## src/rtl/filt_pkg.sv

```systemverilog
// Constants shared between the 4-bit FIR smoothing filter and its decimator.
package filt_pkg;
    localparam int unsigned FILT_IN_W  = 4;
    localparam int unsigned FILT_OUT_W = 12;
    localparam int unsigned DEC_LOG2_N = 2;

    typedef logic [FILT_OUT_W-1:0] sample_t;
endpackage

```

## src/rtl/filt_fifo2.sv

```systemverilog
// Two-entry synchronous FIFO; head entry is a dedicated register driving the output.
module filt_fifo2 #(
    parameter int unsigned W = 12
) (
    input  logic         clk,
    input  logic         rst,
    input  logic         push,
    input  logic [W-1:0] push_data,
    input  logic         pop,
    output logic [W-1:0] head,
    output logic         empty,
    output logic         full
);
    logic [W-1:0] tail;
    logic [1:0]   count;
    logic         pop_ok;
    logic         push_ok;

    assign empty   = (count == 2'd0);
    assign full    = (count == 2'd2);
    assign pop_ok  = pop && !empty;
    // A pop in the same cycle frees a slot, so a push to a full FIFO is still taken.
    assign push_ok = push && (!full || pop_ok);

    always_ff @(posedge clk) begin
        if (rst) begin
            head  <= '0;
            tail  <= '0;
            count <= '0;
        end else begin
            unique case ({push_ok, pop_ok})
                2'b10: begin
                    if (empty) head <= push_data;
                    else       tail <= push_data;
                    count <= count + 2'd1;
                end
                2'b01: begin
                    head  <= tail;
                    count <= count - 2'd1;
                end
                2'b11: begin
                    if (count == 2'd1) begin
                        head <= push_data;
                    end else begin
                        head <= tail;
                        tail <= push_data;
                    end
                end
                default: ;
            endcase
        end
    end
endmodule

```

## src/rtl/filt_decimator.sv

```systemverilog
// Block-average decimator (N = 2^LOG2_N) feeding a 2-entry valid/ready FIFO.
// Optional FILT_DECIMATOR_DROP_CNT_EN adds a saturating 8-bit drop_cnt output.
module filt_decimator
    import filt_pkg::*;
#(
    parameter int unsigned IN_W   = FILT_OUT_W,
    parameter int unsigned LOG2_N = DEC_LOG2_N,
    parameter int unsigned ACC_W  = IN_W + LOG2_N
) (
    input  logic            clk,
    input  logic            rst,
    input  logic [IN_W-1:0] y,
    input  logic            y_valid,
    output logic [IN_W-1:0] dec_data,
    output logic            dec_valid,
    input  logic            dec_ready,
    output logic            overflow
`ifdef FILT_DECIMATOR_DROP_CNT_EN
    ,
    output logic [7:0]      drop_cnt
`endif
);
    localparam logic [LOG2_N-1:0] CNT_LAST = '1;

    logic [ACC_W-1:0]  acc;
    logic [ACC_W-1:0]  sum;
    logic [LOG2_N-1:0] cnt;
    logic              res_valid;
    logic [IN_W-1:0]   res_data;
    logic              pop;
    logic              full;
    logic              empty;
    logic              drop;

    assign sum       = acc + ACC_W'(y);
    assign dec_valid = !empty;
    assign pop       = dec_valid && dec_ready;
    assign drop      = res_valid && full && !pop;

    always_ff @(posedge clk) begin
        if (rst) begin
            acc       <= '0;
            cnt       <= '0;
            res_valid <= 1'b0;
            res_data  <= '0;
            overflow  <= 1'b0;
        end else begin
            res_valid <= 1'b0;
            if (y_valid) begin
                if (cnt == CNT_LAST) begin
                    // Floor average: drop the LOG2_N low bits of the full sum.
                    res_data  <= sum[IN_W+LOG2_N-1:LOG2_N];
                    res_valid <= 1'b1;
                    acc       <= '0;
                    cnt       <= '0;
                end else begin
                    acc <= sum;
                    cnt <= cnt + LOG2_N'(1);
                end
            end
            if (drop) overflow <= 1'b1;
        end
    end

`ifdef FILT_DECIMATOR_DROP_CNT_EN
    always_ff @(posedge clk) begin
        if (rst)                           drop_cnt <= '0;
        else if (drop && drop_cnt != '1)   drop_cnt <= drop_cnt + 8'd1;
    end
`endif

    filt_fifo2 #(.W(IN_W)) u_fifo (
        .clk       (clk),
        .rst       (rst),
        .push      (res_valid),
        .push_data (res_data),
        .pop       (pop),
        .head      (dec_data),
        .empty     (empty),
        .full      (full)
    );
endmodule
```

## config.mk

```make
export PLATFORM = sky130hd
export DESIGN_NAME = filt_decimator
export DESIGN_NICKNAME = d
export VERILOG_FILES = /design/src/rtl/filt_pkg.sv /design/src/rtl/filt_fifo2.sv /design/src/rtl/filt_decimator.sv
export SDC_FILE = /design/constraint.sdc
export NUM_CORES = 1
export LEC_CHECK = 0
export ABC_AREA = 1
export CORE_ASPECT_RATIO = 1.4
export CORE_MARGIN = 5
export CORE_UTILIZATION = 40
export CTS_CLUSTER_DIAMETER = 100
export DETAILED_ROUTE_END_ITERATION = 8
export SYNTH_ARGS = -nofsm -noshare
export SYNTH_HDL_FRONTEND = slang
export SYNTH_SLANG_ARGS = --single-unit
export TNS_END_PERCENT = 50
```

## constraint.sdc

```tcl
create_clock -name clk -period 4.85 [get_ports clk]
set_input_delay 0.485 -clock clk [delete_from_list [all_inputs] [get_ports clk]]
set_output_delay 0.485 -clock clk [all_outputs]
set_load 0.005 [all_outputs]
```

# Word level (Yosys, flattened, before mapping)
# Index checks and enable logic that the tools add are counted.
[totals] reg_bits=56 out_inout_bits=14 wordCells=49 input_bits=16
[op_classes] n_addsub=4 reduce_logical=17 mux=10 eq_ne=9 bitwise_logic=1
[op_table] op="12-bit 2-to-1 mux" n=4
[op_table] op="12-bit case mux with 3 select lines" n=1
[op_table] op="12-bit case mux with 2 select lines" n=1
[op_table] op="14-bit by 12-bit adder with 14-bit output" n=1
[op_table] op="14-bit 2-to-1 mux" n=1
[op_table] op="2-bit == test (second input constant)" n=4
[op_table] op="1-bit logical AND" n=5
[op_table] op="2-bit by 1-bit adder with 2-bit output (second input constant)" n=2
[op_table] op="2-bit by 1-bit == test with 1-bit output (second input constant)" n=2
[op_table] op="2-bit inequality test (second input constant)" n=2
[op_table] op="2-bit case mux with 2 select lines" n=1
[op_table] op="2-bit AND reduction" n=2
[op_table] op="2-bit nonzero test" n=2
[op_table] op="1-bit zero test" n=3
[op_table] op="3-bit AND reduction" n=1
[op_table] op="3-bit nonzero test" n=1
[op_table] op="2-bit zero test" n=1
[op_table] op="2-bit 2-to-1 mux" n=1
[op_table] op="2-bit by 1-bit inequality test with 1-bit output (second input constant)" n=1
[op_table] op="2-bit OR reduction" n=1
[op_table] op="2-bit by 1-bit subtractor with 2-bit output (second input constant)" n=1
[op_table] op="1-bit logical OR" n=1
[op_table] op="1-bit 2-to-1 mux" n=1
[op_table] op="1-bit inverter" n=1

# Logic depth before layout (Yosys ltp)
[logic_depth] word_depth=9 depth_mapped=13

# By module
# A second synthesis with hierarchy kept.
[unflattened] cells_unflattened=532 area_unflattened_um2=3347.0
[by_module_without_submodules] mod="filt_decimator" n_inst=1 cells_each=305 area_per_inst_um2=1906.8
[by_module_without_submodules] mod="filt_fifo2" n_inst=1 cells_each=227 area_per_inst_um2=1440.1

# Worst setup path before layout
# OpenSTA, ideal clock, no wires.
[synth_timing] path_kind="input to register" from="input y[0]" to="register res_data[10]" setup_ps=115 arrival_time_ps=1713 path_slack_ps=3022 stages=11 path_buffers=0 required_ps=4735 cell_sequence="ha_1 inv_1 fa_1 inv_1 nand3_1 nand2_2 nand3_1 nand4_1 nand2_1 o21ai_0 inv_1"
[synth_between] elab_chain_cells=1
[synth_lines] item="start: declaration" line_no="filt_decimator.sv:12" text="input logic [IN_W-1:0] y,"
[synth_lines] item="14-bit by 12-bit adder with 14-bit output" line_no="filt_decimator.sv:35" text="assign sum = acc + ACC_W'(y);"
[synth_lines] item="end signal: assignment" line_no="filt_decimator.sv:52" text="res_data <= sum[IN_W+LOG2_N-1:LOG2_N];"
[synth_lines] item="end: declaration" line_no="filt_decimator.sv:29" text="logic [IN_W-1:0] res_data;"
# Every way passes these cells.
# A chain may end at the register's enable or synchronous reset.

# Final worst setup path
[layout_timing] from="input y[0]" to="register acc[12]"
[layout_between] elab_chain_cells=2
[layout_lines] item="14-bit by 12-bit adder with 14-bit output" line_no="filt_decimator.sv:35"
[layout_lines] item="14-bit 2-to-1 mux" line_no="filt_decimator.sv:50" text="if (cnt == CNT_LAST) begin"
[layout_lines] item="end signal: assignment" line_no="filt_decimator.sv:57" text="acc <= sum;"
[layout_lines] item="end: declaration" line_no="filt_decimator.sv:25" text="logic [ACC_W-1:0] acc;"
# Every way passes these cells.

==> metrics.yaml <==
status:
  status: "completed"
sta:
  period_needed_ns: 2.11
  skew_ns: 0.0149
  grt_setup_unrepaired: "no"
  tightest_slew_ns: 0.685
  tns_ns: 0
  clock.fmax_mhz: 473
  setup_viol: 0
  slew_viol_final: 0
  hold_viol_final: 0
  min_period_over_period: 0.436
  relSlewSlack: 0.543
  fin_hold_ws_ns: 0.453
final_layout:
  drive_above_1_share: 0.0418
  stdcell_count: 575
  area_growth_pct: 14.0
  diodes: 0
  seq_area_sq_mm: 0.00112
  fillers: 771
  finalNetCount: 510
  fin_util: 0.469
  multi_input_area_sq_mm: 0.00155
critical_path:
  critPathKind: "in2reg"
  crit_path_end_kind: "flop"
  critPathRequiredTime_ns: 5.09
  worstPathMaxFanout: 4
  startpoint_type: "primary input"
  cp.arrival_ns: 2.36
run:
  max_cap_violations: 0
detailed_routing:
  routed_via_density: 4.63
  drc: 0
  vias: 2665
  drt_iter0_drc: 68
  routedWlPerCell_um: 10.4
  drtAntennaViolNets: 0
  drt_first_pass_iters: 4
  routed_wl_um: 6000
synth:
  syn_nets: 489
  synth.top_cell.area_share: 0.370
  avgSynthCellArea_sq_um: 6.65
  ys_seq_elements: 56
  synth_ff_type: "dfxtp_1"
  synthTopCellsByArea: "dfxtp_1 37%, nand2_1 14%, inv_1 8.7%"
  ys_top_cells_by_count: "112 x nand2_1, 70 x inv_1, 60 x nor2_1"
  yosys.area.top_type: "dfxtp_1"
  postSynthCellCount: 456
  yosysWarningCount: 0
  synth_seq_area_share: 0.370
  synth_edf_count: 0
  synthArstFlopShare: 0
  synth_area_sq_mm: 0.00303
  ys_types: 28
  yosysMostFrequentCell: "nand2_1"
worst_hold_path:
  hold_path.class: "reg2reg"
clock_tree:
  cts_tree: "done"
  cts_resized: 0
  cts_root_buffer: "clkbuf_8"
  cts_buffers: 5
  cts_hold_buf: 0
  htreeDepth: 2
  post_cts_buffers: 0
  clk_latency_ns: 0.32
  cts.sinks: 56
  clockBufferDepth: 2
  clkTransAtPathRegs_ns: 0.09
placed_design:
  dpl.hpwl_um: 4670
  portBuffers: 29
  dp.cells: 567
  gp_congestion: 0.824
global_route:
  grt_pass1_vias: 2524
  grt_start_max_net_pins: 30
  grt_use_total: 0.133
  overflow: 0
  antenna_found_initial: 0
  grt_pass1_wl_um: 10700
floorplanning:
  start_util: 0.412
  die_w_um: 83.6
  io_pins: 30
  fp.dieH_um: 113
  die_area_sq_mm: 0.00944
  core.rowCount: 37
  core-area_sq_mm: 0.00736
power:
  ir_drop_mv: 0.130
  total_leakage_power_nw: 1.63
  power_w: 0.00105
  powerDensity_mw_per_mm2: 305
critical path, cell delays in order:
cell and delay, ns:
clkdlybuf4s50_1 0.46, ha_1 0.19, inv_1 0.06, fa_1 0.39, inv_1 0.09, nand3_1 0.08
nand2_2 0.13, nand3_1 0.10, nand3_1 0.08, nand2_1 0.05, nand2_1 0.06, nand2_1 0.05
a21oi_1 0.13
flip-flops by register name, summed over array words and instances (netlist names):
signal	flops
res_valid	1
overflow	1
cnt	2
acc	14
u_fifo.tail	12
res_data	12
u_fifo.count	2
u_fifo.head	12
path summary, 6_finish.rpt:
check	depth (start not counted)	from	to	slack (ns)
hold / removal	2	u_fifo.tail[6]$_SDFFE_PP0P_	u_fifo.tail[6]$_SDFFE_PP0P_	0.45
hold reg to reg	2	u_fifo.tail[6]$_SDFFE_PP0P_	u_fifo.tail[6]$_SDFFE_PP0P_	0.45
setup reg to reg	12	acc[0]$_SDFFE_PP0P_	acc[12]$_SDFFE_PP0P_	3.01
setup / recovery	13	y[0]	acc[12]$_SDFFE_PP0P_	2.74
cell families (layout without fill, tap and decap cells):
logic type                 after synthesis  count (layout)  share of synthesized area
DFF                                     56              56                      0.370
AOI/OAI and AO/OA                       89              89                      0.155
adders and majority gates               17              17                     0.0726
xor gates and xnor gates                 5               5                     0.0144
and+or+nand+nor                        200             200                      0.267
buffers and inverters                   89             111                      0.121
power by group:
group          total [W]  switching [W]  internal, W
logic           0.000272       0.000157     0.000115
clock network   0.000271       0.000154     0.000117
registers       0.000512      0.0000194     0.000493
total            0.00105       0.000330     0.000724
layer usage:
| metal | wire length (um) | part of all wire | track usage | vias up |
|---|---|---|---|---|
| met5 | 0 | 0 | 0 | - |
| met1 | 2820 | 0.47 | 0.152 | 1157 |
| met4 | 129 | 0.021 | 0.0526 | 0 |
| met2 | 2880 | 0.48 | 0.249 | 34 |
| met3 | 173 | 0.029 | 0.0168 | 7 |
| li1 | - | - | - | 1467 |
layout by cell type, fill, tap and decap left out, types with 6 or more instances in the layout:
| cell | count |
|---|---|
| nand2_1 | 112 |
| inv_1 | 70 |
| nor2_1 | 60 |
| dfxtp_1 | 56 |
| o21ai_0 | 41 |
| a21oi_1 | 34 |
| clkdlybuf4s50_1 | 29 |
| nand3_1 | 17 |
| ha_1 | 16 |
| o21ai_1 | 7 |
| clkbuf_8 | 6 |
final cells by class:
type | instances | area share
timing repair buffer | 30 | 0.0862
tap | 97 | 0.0351
inverter | 73 | 0.0793
sequential | 56 | 0.324
clock buffer | 6 | 0.0239
clock inverter | 2 | 0.00398
multi-input combinational | 311 | 0.447
through the flow:
| step | cell area (sq um) | setup WS [ns] |
|---|---|---|
| 3_3_place_gp | 3360 | 2.40 |
| 2_1_floorplan | 3030 | 3.02 |
| 3_5_place_dp | 3360 | 2.40 |
| 5_1_grt | 3460 | 2.53 |
| 4_1_cts | 3460 | 2.73 |
| 6_report | 3460 | 2.74 |
Note: power is estimated with default switching activity, not from simulation.
